`src/rtl/mips_pkg.sv`:
```
// Shared instruction-set definitions: op kinds, 6-bit control codes, field positions.
// The control decoder consumes the same code constants the loader encodes with.
package mips_pkg;

    typedef enum logic [3:0] {
        OP_AND, OP_OR, OP_NOR, OP_ADD, OP_SUB, OP_SLT, OP_DIV, OP_MULT,
        OP_MFHI, OP_MFLO, OP_ADDI, OP_LW, OP_SW, OP_BEQ, OP_J,
        OP_INVALID = 4'd15
    } op_kind_e;

    typedef enum logic [1:0] { FMT_R, FMT_I, FMT_J } fmt_e;

    typedef enum logic [1:0] { ST_IDLE, ST_LOAD, ST_DONE, ST_ERR } ld_state_e;

    localparam logic [5:0] CODE_AND  = 6'b100100;
    localparam logic [5:0] CODE_OR   = 6'b100101;
    localparam logic [5:0] CODE_NOR  = 6'b100111;
    localparam logic [5:0] CODE_ADD  = 6'b100000;
    localparam logic [5:0] CODE_SUB  = 6'b100010;
    localparam logic [5:0] CODE_SLT  = 6'b101010;
    localparam logic [5:0] CODE_DIV  = 6'b101111;
    localparam logic [5:0] CODE_MULT = 6'b101000;
    localparam logic [5:0] CODE_MFHI = 6'b010000;
    localparam logic [5:0] CODE_MFLO = 6'b010010;
    localparam logic [5:0] CODE_ADDI = 6'b001000;
    localparam logic [5:0] CODE_LW   = 6'b100011;
    localparam logic [5:0] CODE_SW   = 6'b101011;
    localparam logic [5:0] CODE_BEQ  = 6'b000100;
    localparam logic [5:0] CODE_J    = 6'b000010;

    localparam int OP_LSB    = 26;
    localparam int RS_LSB    = 21;
    localparam int RT_LSB    = 16;
    localparam int RD_LSB    = 11;
    localparam int SHAMT_LSB = 6;
    localparam int FUNCT_LSB = 0;
    localparam int IMM_W     = 16;
    localparam int TGT_W     = 26;

    function automatic logic [5:0] op_code(input op_kind_e op);
        case (op)
            OP_AND:  return CODE_AND;
            OP_OR:   return CODE_OR;
            OP_NOR:  return CODE_NOR;
            OP_ADD:  return CODE_ADD;
            OP_SUB:  return CODE_SUB;
            OP_SLT:  return CODE_SLT;
            OP_DIV:  return CODE_DIV;
            OP_MULT: return CODE_MULT;
            OP_MFHI: return CODE_MFHI;
            OP_MFLO: return CODE_MFLO;
            OP_ADDI: return CODE_ADDI;
            OP_LW:   return CODE_LW;
            OP_SW:   return CODE_SW;
            OP_BEQ:  return CODE_BEQ;
            OP_J:    return CODE_J;
            default: return 6'b000000;
        endcase
    endfunction

    function automatic fmt_e op_fmt(input op_kind_e op);
        case (op)
            OP_ADDI, OP_LW, OP_SW, OP_BEQ: return FMT_I;
            OP_J:                          return FMT_J;
            default:                       return FMT_R;
        endcase
    endfunction

endpackage

```
`src/rtl/inst_encoder.sv`:
```
// Combinational packer: op kind plus register/immediate fields -> 32-bit word.
// R-format words repeat the control code in the funct field.
module inst_encoder
    import mips_pkg::*;
(
    input  logic [3:0]  op,
    input  logic [4:0]  rs,
    input  logic [4:0]  rt,
    input  logic [4:0]  rd,
    input  logic [25:0] imm,
    output logic [31:0] word,
    output logic        invalid
);

    logic [5:0] code;
    fmt_e       fmt;

    always_comb begin
        word    = '0;
        invalid = 1'b0;
        code    = op_code(op_kind_e'(op));
        fmt     = op_fmt(op_kind_e'(op));
        if (op_kind_e'(op) == OP_INVALID) begin
            invalid = 1'b1;
        end else begin
            word[OP_LSB +: 6] = code;
            case (fmt)
                FMT_R: begin
                    word[RS_LSB +: 5]    = rs;
                    word[RT_LSB +: 5]    = rt;
                    word[RD_LSB +: 5]    = rd;
                    word[SHAMT_LSB +: 5] = 5'd0;
                    word[FUNCT_LSB +: 6] = code;
                end
                FMT_I: begin
                    word[RS_LSB +: 5] = rs;
                    word[RT_LSB +: 5] = rt;
                    word[IMM_W-1:0]   = imm[IMM_W-1:0];
                end
                default: word[TGT_W-1:0] = imm;
            endcase
        end
    end

endmodule

```
`src/rtl/inst_program_loader.sv`:
```
// Stream-to-memory program loader: encodes accepted descriptions and writes
// them to consecutive instruction-memory words starting at a latched base.
module inst_program_loader
    import mips_pkg::*;
#(
    parameter int ADDR_W = 8
) (
    input  logic              clk,
    input  logic              rst,
    input  logic              start,
    input  logic [ADDR_W-1:0] base_addr,
    input  logic [ADDR_W:0]   count,
    input  logic              in_valid,
    output logic              in_ready,
    input  logic [3:0]        in_op,
    input  logic [4:0]        in_rs,
    input  logic [4:0]        in_rt,
    input  logic [4:0]        in_rd,
    input  logic [25:0]       in_imm,
    output logic              mem_we,
    output logic [ADDR_W-1:0] mem_addr,
    output logic [31:0]       mem_wdata,
    output logic              busy,
    output logic              done,
    output logic              error,
    output logic [ADDR_W:0]   words_written
);

    ld_state_e         state_q, state_d;
    logic [ADDR_W-1:0] base_q, base_d;
    logic [ADDR_W:0]   remaining_q, remaining_d;
    logic [ADDR_W:0]   ww_q, ww_d;
    logic              mem_we_q, mem_we_d;
    logic [ADDR_W-1:0] mem_addr_q, mem_addr_d;
    logic [31:0]       mem_wdata_q, mem_wdata_d;
    logic              done_q, done_d;
    logic              error_q, error_d;

    logic [31:0] enc_word;
    logic        enc_invalid;
    logic        accept;

    inst_encoder u_enc (
        .op      (in_op),
        .rs      (in_rs),
        .rt      (in_rt),
        .rd      (in_rd),
        .imm     (in_imm),
        .word    (enc_word),
        .invalid (enc_invalid)
    );

    assign busy     = (state_q == ST_LOAD);
    assign in_ready = busy && (remaining_q != '0);
    assign accept   = in_valid && in_ready;

    always_comb begin
        state_d     = state_q;
        base_d      = base_q;
        remaining_d = remaining_q;
        ww_d        = ww_q;
        mem_we_d    = 1'b0;
        mem_addr_d  = mem_addr_q;
        mem_wdata_d = mem_wdata_q;
        done_d      = 1'b0;
        error_d     = error_q;
        case (state_q)
            ST_LOAD: begin
                if (accept) begin
                    if (enc_invalid) begin
                        // Abort: the stream is left where it stopped, nothing more is consumed.
                        error_d = 1'b1;
                        state_d = ST_ERR;
                    end else begin
                        mem_we_d    = 1'b1;
                        mem_addr_d  = base_q + ww_q[ADDR_W-1:0];
                        mem_wdata_d = enc_word;
                        ww_d        = ww_q + 1'b1;
                        remaining_d = remaining_q - 1'b1;
                        if (remaining_q == (ADDR_W+1)'(1)) begin
                            state_d = ST_DONE;
                            done_d  = 1'b1;
                        end
                    end
                end
            end
            default: begin
                if (start) begin
                    base_d      = base_addr;
                    remaining_d = count;
                    ww_d        = '0;
                    error_d     = 1'b0;
                    if (count == '0) begin
                        state_d = ST_DONE;
                        done_d  = 1'b1;
                    end else begin
                        state_d = ST_LOAD;
                    end
                end
            end
        endcase
    end

    always_ff @(posedge clk) begin
        if (rst) begin
            state_q     <= ST_IDLE;
            base_q      <= '0;
            remaining_q <= '0;
            ww_q        <= '0;
            mem_we_q    <= 1'b0;
            mem_addr_q  <= '0;
            mem_wdata_q <= '0;
            done_q      <= 1'b0;
            error_q     <= 1'b0;
        end else begin
            state_q     <= state_d;
            base_q      <= base_d;
            remaining_q <= remaining_d;
            ww_q        <= ww_d;
            mem_we_q    <= mem_we_d;
            mem_addr_q  <= mem_addr_d;
            mem_wdata_q <= mem_wdata_d;
            done_q      <= done_d;
            error_q     <= error_d;
        end
    end

    assign mem_we        = mem_we_q;
    assign mem_addr      = mem_addr_q;
    assign mem_wdata     = mem_wdata_q;
    assign done          = done_q;
    assign error         = error_q;
    assign words_written = ww_q;

endmodule

```
`config.mk`:
```
export PLATFORM = sky130hd
export DESIGN_NAME = inst_program_loader
export DESIGN_NICKNAME = d
export VERILOG_FILES = /design/src/rtl/mips_pkg.sv /design/src/rtl/inst_encoder.sv /design/src/rtl/inst_program_loader.sv
export SDC_FILE = /design/constraint.sdc
export NUM_CORES = 1
export LEC_CHECK = 0
export ABC_CLOCK_PERIOD_IN_PS = 2050
export CORE_UTILIZATION = 42
export DETAILED_ROUTE_END_ITERATION = 7
export GPL_ROUTABILITY_DRIVEN = 0
export GPL_TIMING_DRIVEN = 0
export HOLD_SLACK_MARGIN = 0.15
export PLACE_DENSITY = 0.77
export RECOVER_POWER = 50
export SYNTH_ARGS = -nofsm -noshare
export SYNTH_HDL_FRONTEND = slang
export SYNTH_SLANG_ARGS = --single-unit
```
`constraint.sdc`:
```
create_clock -name clk -period 2.05 [get_ports clk]
set_input_delay 0.5125 -clock clk [delete_from_list [all_inputs] [get_ports clk]]
set_output_delay 0.5125 -clock clk [all_outputs]
set_load 0.01 [all_outputs]
```
-- Word-level counts from Yosys, hierarchy flattened
Memories as Yosys holds them, arrays and structs flattened.
Index checks and enable logic that the tools add are counted.
- memories kept: 1
- output and inout port bits: 54
- ROM bits: 96
- input port bits: 66
- register bits after elaboration: 71
- memories (memory ; depth ; bits a word ; rd ports ; clocked after memory_dff ; wr ports ; RTL line ; RTL):
    (name not given) ; 16 ; 6 ; 1 ; 0 ; 0 ; mips_pkg.sv:41 ; case (op)
- muxes and demuxes: 29
- bitwise gates (word level): 3
- reductions and logical operators: 13
- eq/ne operators: 13
- $add $sub $neg: 3
- operator list (operator ; number):
    two-way mux 9 bit ; 8
    one-hot mux 26 bit (2 select lines) ; 1
    two-way mux 32 bit ; 1
    == test 4 bit, second input constant ; 6
    two-way mux 1 bit ; 12
    two-way mux 2 bit ; 6
    AND reduction 3 bit ; 4
    adder 9 x 1 -> 9 bit, second input constant ; 1
    == test 9 x 1 -> 1 bit, second input constant ; 1
    logical NOT 9 bit ; 1
    nonzero test 9 bit ; 1
    subtractor 9 x 1 -> 9 bit, second input constant ; 1
    adder 8 bit ; 1
    == test 2 x 1 -> 1 bit, second input constant ; 2
    != test 2 x 1 -> 1 bit, second input constant ; 2
    one-hot mux 2 bit (2 select lines) ; 1
    OR reduction 4 bit ; 1
    != test 3 x 1 -> 1 bit, second input constant ; 1
    inverter 1 bit ; 3
    OR reduction 3 bit ; 1
    logical AND 1 bit ; 2
    logical NOT 2 bit ; 1
    != test 2 bit, second input constant ; 1
    AND reduction 2 bit ; 1
    nonzero test 2 bit ; 1

-- Longest topological paths before layout
Gate-level depths: netlist of the first run.
- word-level depth: 6
- mapped depth: 9

-- Modules after synthesis
Synthesis of the first run repeated with hierarchy kept, for this count alone.
- cell total of the unflattened synthesis: 514
- area total of the unflattened synthesis: 3883.7 sq um
- modules (own cells, without submodules) (module ; instances ; cells an instance ; area each (sq um) ; sequential area each (sq um)):
    inst_program_loader ; 1 ; 406 ; 3243.1 ; 1421.4
    inst_encoder ; 1 ; 108 ; 640.6 ; 0.0

-- Worst setup path before layout of the first run
No wires, ideal clock.
- kind: input port to flip-flop
- from: input in_op[0]
- to: register mem_wdata_q[5] (netlist: mem_wdata[5])
- stages: 9
- arrival: 1.976 ns
- buffers on the path: 2
- path slack: -0.014 ns
- library setup time: 0.088 ns
- cells stage by stage: inv_1 > ha_1 > nor3b_1 > o21ai_0 > and2_1 > clkbuf_1 > clkbuf_1 > nand2_1 > a311oi_2
- cells in the longest elaborated chain, start to end: 6
- elaborated cells between the ends (all ways): 16
- those cells by class: 7 x eq/ne; 4 x mux; 1 x bitwise; 3 x reduce/logical; 1 x memory
- ends and longest elaborated chain (item ; RTL line ; RTL):
    start, declared ; inst_program_loader.sv:15 ; input logic [3:0] in_op,
    == test 4 bit ; mips_pkg.sv:62 ; case (op)
    OR reduction 4 bit ; mips_pkg.sv:62 ;
    one-hot mux 2 bit (2 select lines) ; mips_pkg.sv:62 ;
    == test 2 x 1 -> 1 bit or logical NOT 2 bit (tied branches) ; inst_encoder.sv:27 ; case (fmt)
    one-hot mux 26 bit (2 select lines) ; inst_encoder.sv:27 ;
    two-way mux 32 bit ; inst_encoder.sv:23 ; if (op_kind_e'(op) == OP_INVALID) begin
    end signal, assigned ; inst_program_loader.sv:122 ; mem_wdata_q <= mem_wdata_d;
    end, declared ; inst_program_loader.sv:35 ; logic [31:0] mem_wdata_q, mem_wdata_d;
Several ways; a longest one is shown, not always the timed one.
A chain may end at the register's enable or synchronous reset.

-- Worst setup path in the final report of the first run
- from: register remaining_q[2]
- to: register mem_addr_q[5] (netlist: mem_addr[5])
- cells in the longest elaborated chain, start to end: 4
- ends and longest elaborated chain (item ; RTL line ; RTL):
    start, declared ; inst_program_loader.sv:31 ; logic [ADDR_W:0] remaining_q, remaining_d;
    start signal, assigned ; inst_program_loader.sv:118 ; remaining_q <= remaining_d;
    nonzero test 9 bit ; inst_program_loader.sv:54 ; assign in_ready = busy && (remaining_q != '0);
    logical AND 1 bit ; inst_program_loader.sv:54 ;
    logical AND 1 bit ; inst_program_loader.sv:55 ; assign accept = in_valid && in_ready;
    AND reduction 3 bit (no line) ; - ;
    end signal, assigned ; inst_program_loader.sv:121 ; mem_addr_q <= mem_addr_d;
    end, declared ; inst_program_loader.sv:34 ; logic [ADDR_W-1:0] mem_addr_q, mem_addr_d;
Every way passes these cells.

==> results of run 1 <==
## registers in the layout (all words and copies together), names as in the netlist
register	flops
mem_wdata	32
remaining_q	9
words_written	9
base_q	8
mem_addr	8
state_q	2
done	1
error	1
mem_we	1
## repair_timing
action / 4_1_cts / 5_1_grt
cloned: 11 / 0
buffers inserted: 21 / 15
setup endpoints to repair: 62 / 72
pin swaps: 38 / 40
hold buffers: 0 / 0
gates resized for setup: 147 / 111
endpoints found under the hold margin: 0 / 0
## cell usage in the layout, fill, tap and decap left out, types with 13 or more instances in the layout
cell type | netlist | final
a211oi_1 | 28 | 13
a211oi_2 | 0 | 15
a21oi_1 | 51 | 30
a21oi_2 | 0 | 20
buf_4 | 3 | 16
buf_6 | 6 | 13
clkdlybuf4s50_1 | 0 | 75
dfxtp_1 | 71 | 64
dlygate4sd3_1 | 0 | 40
ha_1 | 15 | 13
nand2_1 | 56 | 40
nor2_1 | 48 | 24
nor2_4 | 0 | 20
nor3_1 | 17 | 14
## layer usage
metal	GRT usage [%]	vias to the layer above	routed length [um]
li1	-	1906	-
met1	37.7	2078	5670
met2	54.8	307	7810
met3	7.33	87	1250
met4	18.6	0	881
met5	0	-	0
## critical path: stages (launching register included)
cell     delay, ns
dfxtp_2       0.34
or4_4         0.57
buf_6         0.15
o21a_4        0.25
buf_12        0.14
nand2_8       0.11
buf_6         0.12
nor4_2        0.05
a311o_1       0.35
## cells in the mapped netlist (all sizes together) (2+ instances only)
library cell  count
ha               15
a21oi            51
o311ai            3
o41ai             2
a211oi           28
mux2i            11
clkbuf           17
inv               8
or2               3
nand2            56
nor2b             4
nor2             48
nor3b             5
nand2b            2
dfxtp            71
a311oi            2
mux2              2
a21o              3
nand4             3
buf              13
or3               7
and2              3
nor3             17
o21ai            21
nor4              6
xnor2             6
nand3            13
## cells by family (layout without fill, tap and decap cells)
group	Yosys count	count (layout)	synth area share (%)
adders and majority gates	16	16	5.75
AOI/OAI and AO/OA	119	119	20.5
buffers and inverters	38	206	5.61
and+or+nand+nor	174	175	22.8
muxes	14	14	4.30
DFF	71	71	39.3
xor gates and xnor gates	7	7	1.70
## stage by stage
step	cells	instance area [um2]	setup slack [ns]
6_report	713	6300	-0.164
5_1_grt	713	6300	-0.197
4_1_cts	708	6030	-0.347
3_5_place_dp	663	4940	-0.860
3_3_place_gp	663	4940	-0.745
2_1_floorplan	439	3620	0.0157
## power by group
part	internal [mW]	switching [mW]	leakage [nW]
Clock	0.838	0.584	0.122
Combinational	0.639	0.633	1.82
Sequential	1.47	0.0920	0.582
Total	2.94	1.31	2.52
## layout make-up
type	count	area [um2]
multi-input combinational	331	2590
fill	534	1960
timing repair buffer	156	1630
sequential	71	1430
buffer	26	236
clock buffer	10	138
tap	105	131
clock inverter	6	108
inverter	8	35.0
## worst paths after layout
| kind | to | depth (start not counted) |
|---|---|---|
| worst min-delay path | mem_wdata[9] | 2 |
| worst max register to register | mem_addr[5] | 8 |
| worst min register to register | mem_wdata[9] | 2 |
| worst max-delay path | mem_addr[5] | 8 |
==> impl_metrics.tcl, run 1 <==
set metrics [dict create \
    syn_area_per_cell_um2 8.23 \
    cts_made_buffers 9 \
    synthCells 439 \
    dr.pass1.iters 5 \
    yosys.area.top_type "dfxtp_1" \
    grt_pass1_wl_mm 22.0 \
    status "finished with violations" \
    grt_max_degree 13 \
    fmax_mhz 452 \
    ff2ff_setup_slack_ns -0.16 \
    leakagePower_nw 2.52 \
    fin_skew_ns 0.0163 \
    grtUsageTotal_pct 32.5 \
    yosysWarnings 0 \
    ant_nets 0 \
    final_nets 685 \
    wl_per_cell_um 21.9 \
    synth_ff_type "dfxtp_1" \
    numPortBuffers 119 \
    n_antenna_cell 0 \
    setup.worst_path.start_class "flip-flop" \
    finish.utilization_pct 76.3 \
    finalCriticalPeriod_ns 2.21 \
    worst-path-max-fanout 6 \
    syn2layout_area_growth_pct 74.4 \
    criticalPathCategory "flip-flop to flip-flop" \
    total_power_mw 4.25 \
    grt-ovfl-total 0 \
    whs_ns 0.463 \
    synth_edf_count 0 \
    syn-num-nets 521 \
    core-area_um2 8260 \
    slew_viol_final 0 \
    cp.arrival_ns 2.45 \
    max-clock-path-buffers 2 \
    min_path_type "flip-flop to flip-flop" \
    startpoint "remaining_q[2]" \
    drive_above_1_share_pct 33.2 \
    ys_seq_elements 71 \
    drt_wl_total_mm 15.6 \
    hpwl_mm 8.08 \
    fin_crit_sh_pct 108 \
    cts_tree "built" \
    antenna_found_initial 0 \
    maxCapViolCount 0 \
    clk-insertion-delay-late_ns 0.36 \
    drt_iter0_drc 273 \
    synth.top_cell.area_share_pct 39.3 \
    grt_pass1_vias 4233 \
    dieArea_um2 8980 \
    slew-limit-headroom_pct 61.3 \
    ir_drop_mv 0.545 \
    setup_ws_ns -0.164 \
    crit_path_end_kind "flip-flop" \
    p_per_area_nw_per_um2 675 \
    hold_viol_final 0 \
    holdCritStartpoint "mem_wdata[9]" \
    yosysSeqAreaShare_pct 39.3 \
    pin_count 120 \
    die_w_um 94.7 \
    worst_slew_pin_slew_ns 0.580 \
    synth_area_um2 3610 \
    fin_setup_tns_ns -1.73 \
    final-setup-viol-count 33 \
    synth.distinct_cells 53 \
    clkSlewWorstSetupHoldPaths_ns 0.08 \
    failed_checks "negative setup slack" \
    viasPerCell 6.14 \
    synth_top_cells_by_area "dfxtp_1, a21oi_1, a211oi_1, nand2_1, ha_1" \
    drc_errors 0 \
    initial_utilization_pct 43.7 \
    vias 4378 \
    rsz0062_at_grt "true" \
    async_flop_share_pct 0 \
    num_rows 33 \
    clock_sinks 71 \
    reg2reg_from "remaining_q[2]" \
    htreeDepth 3 \
    required_ns 2.28 \
    fp.dieH_um 94.7 \
    cts-root-buf "clkbuf_8" \
]
Power figures use the tool's default switching activity.
==> inputs of run 2 (changes only) <==
TNS_END_PERCENT = 5   (was default)
==> run 2 against run 1 <==
  * The flow still finishes with violations (negative setup slack)
  * Power decreased by 13%
  * Setup slack better by 0.057 ns
  * Register-to-register slack improved by 0.09 ns
  * Utilization decreased by 11 points
  * Sequential share of layout area up 4.0 points
  * Clock skew down 0.011 ns
  * Worst hold slack got worse by 0.011 ns
  * Critical path type is now flip-flop to output pin
  * Largest cell class unchanged
==> impl_metrics.tcl, run 2 (synthesis gave the netlist of run 1 again) <==
set metrics [dict create \
    status "finished with violations" \
    failed_checks "negative setup slack" \
    final_cell_area_um2 5360 \
    final_common_cell "clkdlybuf4s50_1" \
    ir_drop_mv 0.563 \
    worst-path-max-fanout 2 \
    dieArea_um2 8980 \
    worstHoldEndpoint "mem_addr[0]" \
    cts_made_buffers 9 \
    finalCriticalPeriod_ns 2.16 \
    largest_reg_flops 32 \
    cts_tree "built" \
    grtUsageTotal_pct 24.3 \
    die_w_um 94.7 \
    ff2ff_setup_slack_ns -0.07 \
    drc_errors 0 \
    wl_per_cell_um 15.8 \
    worstHoldPathCells 2 \
    worstReg2RegEnd "mem_addr[5]" \
    worst_slew_pin_slew_ns 0.640 \
    fin_crit_sh_pct 105 \
    criticalPathCategory "flip-flop to output pin" \
    max-clock-path-buffers 2 \
    rsz0062_at_grt "true" \
    final_cell_mix "clkdlybuf4s50_1, dfxtp_1, nand2_1" \
    setup_ws_ns -0.108 \
    grt_pass1_wl_mm 16.8 \
    clk-insertion-delay-late_ns 0.35 \
    clkSlewWorstSetupHoldPaths_ns 0.07 \
    dp_cells 663 \
    leakagePower_nw 2.15 \
    stdcell_count 687 \
    slew_viol_final 0 \
    clock_sinks 71 \
    n_antenna_cell 0 \
    fmax_mhz 463 \
    hold_viol_final 0 \
    maxCapViolCount 0 \
    max_stage_delay_ns 0.55 \
    htreeDepth 3 \
    grt-ovfl-total 0 \
    antenna_found_initial 0 \
    initial_utilization_pct 43.7 \
    reg2reg_from "remaining_q[3]" \
    numPortBuffers 119 \
    vias 3724 \
    post_dp_cell_area_um2 4940 \
    drive_above_1_share_pct 13.6 \
    cp_slowest_cell "or4_4" \
    fin_setup_tns_ns -0.346 \
    fp.dieH_um 94.7 \
    drt_iter0_drc 176 \
    core-area_um2 8260 \
    drt_wl_total_mm 10.8 \
    pin_count 120 \
    crit_family "simple AND/OR/NAND/NOR gates" \
    cp.arrival_ns 1.65 \
    syn2layout_area_growth_pct 48.3 \
    path_cells "or4_4 > nor4_4 > a21oi_1 > buf_2" \
    dr.pass1.iters 4 \
    cts-root-buf "clkbuf_8" \
    reg2reg_depth 7 \
    hpwl_mm 7.93 \
    crit_path_end_kind "output pin" \
    slew-limit-headroom_pct 57.4 \
    required_ns 1.54 \
    setup.worst_path.start_class "flip-flop" \
    ctsHoldBuffers 0 \
    grt_pass1_vias 3434 \
    viasPerCell 5.42 \
    min_path_type "flip-flop to flip-flop" \
    grt_max_degree 13 \
    p_per_area_nw_per_um2 687 \
    fin_skew_ns 0.00565 \
    final_nets 659 \
    final-setup-viol-count 9 \
    holdCritStartpoint "mem_addr[0]" \
    ant_nets 0 \
    worst-path-buf-inv 1 \
    num_rows 33 \
]
==> run 2: layout make-up <==
class                      count  area, um2
clock buffer                  11        151
inverter                       8       32.5
fill                         693       2900
sequential                    71       1430
multi-input combinational    330       2070
buffer                        28        198
clock inverter                 5       80.1
tap                          105        131
timing repair buffer         129       1260
==> run 2: per-stage QoR <==
stage / power, mW / hold WS [ns] / utilization [%] / worst slack [ns]
2_1_floorplan: 1.97 / 0.440 / - / -0.00590
5_1_grt: 3.84 / 0.473 / 64.8 / -0.195
6_report: 3.68 / 0.452 / 64.8 / -0.108
3_5_place_dp: 2.34 / 0.447 / 59.8 / -0.805
4_1_cts: 3.69 / 0.457 / 64.3 / -0.414
3_3_place_gp: 2.32 / 0.439 / 59.8 / -0.742
==> run 2: metal layers <==
metal  vias up  track usage [%]  share of wire [%]
met5         -                0                  0
met4         0             7.83                1.4
met3        15             6.20                6.4
met2       131             40.2                 49
met1      1733             30.9                 43
li1       1845                -                  -
==> run 2: worst max path at each step <==
stage / from / end / cells past startpoint
3_5_place_dp: in_op[1] / mem_wdata[5] / 10
5_1_grt: remaining_q[3] / in_ready / 4
6_report: remaining_q[3] / in_ready / 4
2_1_floorplan: remaining_q[0] / mem_addr[5] / 8
3_3_place_gp: in_op[1] / mem_wdata[5] / 10
4_1_cts: remaining_q[3] / in_ready / 5
==> run 2: worst register-to-register path, stage by stage (launching register included) <==
cell and delay (ns):
dfxtp_2 0.33, or4_4 0.55, buf_4 0.19, o21a_4 0.24, and2_4 0.16, buf_6 0.13
buf_6 0.15, a311o_1 0.26
==> run 2: power breakdown <==
group / internal (mW) / switching, mW / leakage, nW
registers: 1.47 / 0.0627 / 0.581
logic: 0.445 / 0.427 / 1.46
clock network: 0.749 / 0.529 / 0.112
total: 2.66 / 1.02 / 2.15
==> run 2: repair_timing <==
action                     4_1_cts  5_1_grt
gates resized for setup         44       21
pin swaps                        5        6
setup endpoints to repair       63       60
buffers inserted                 8        3
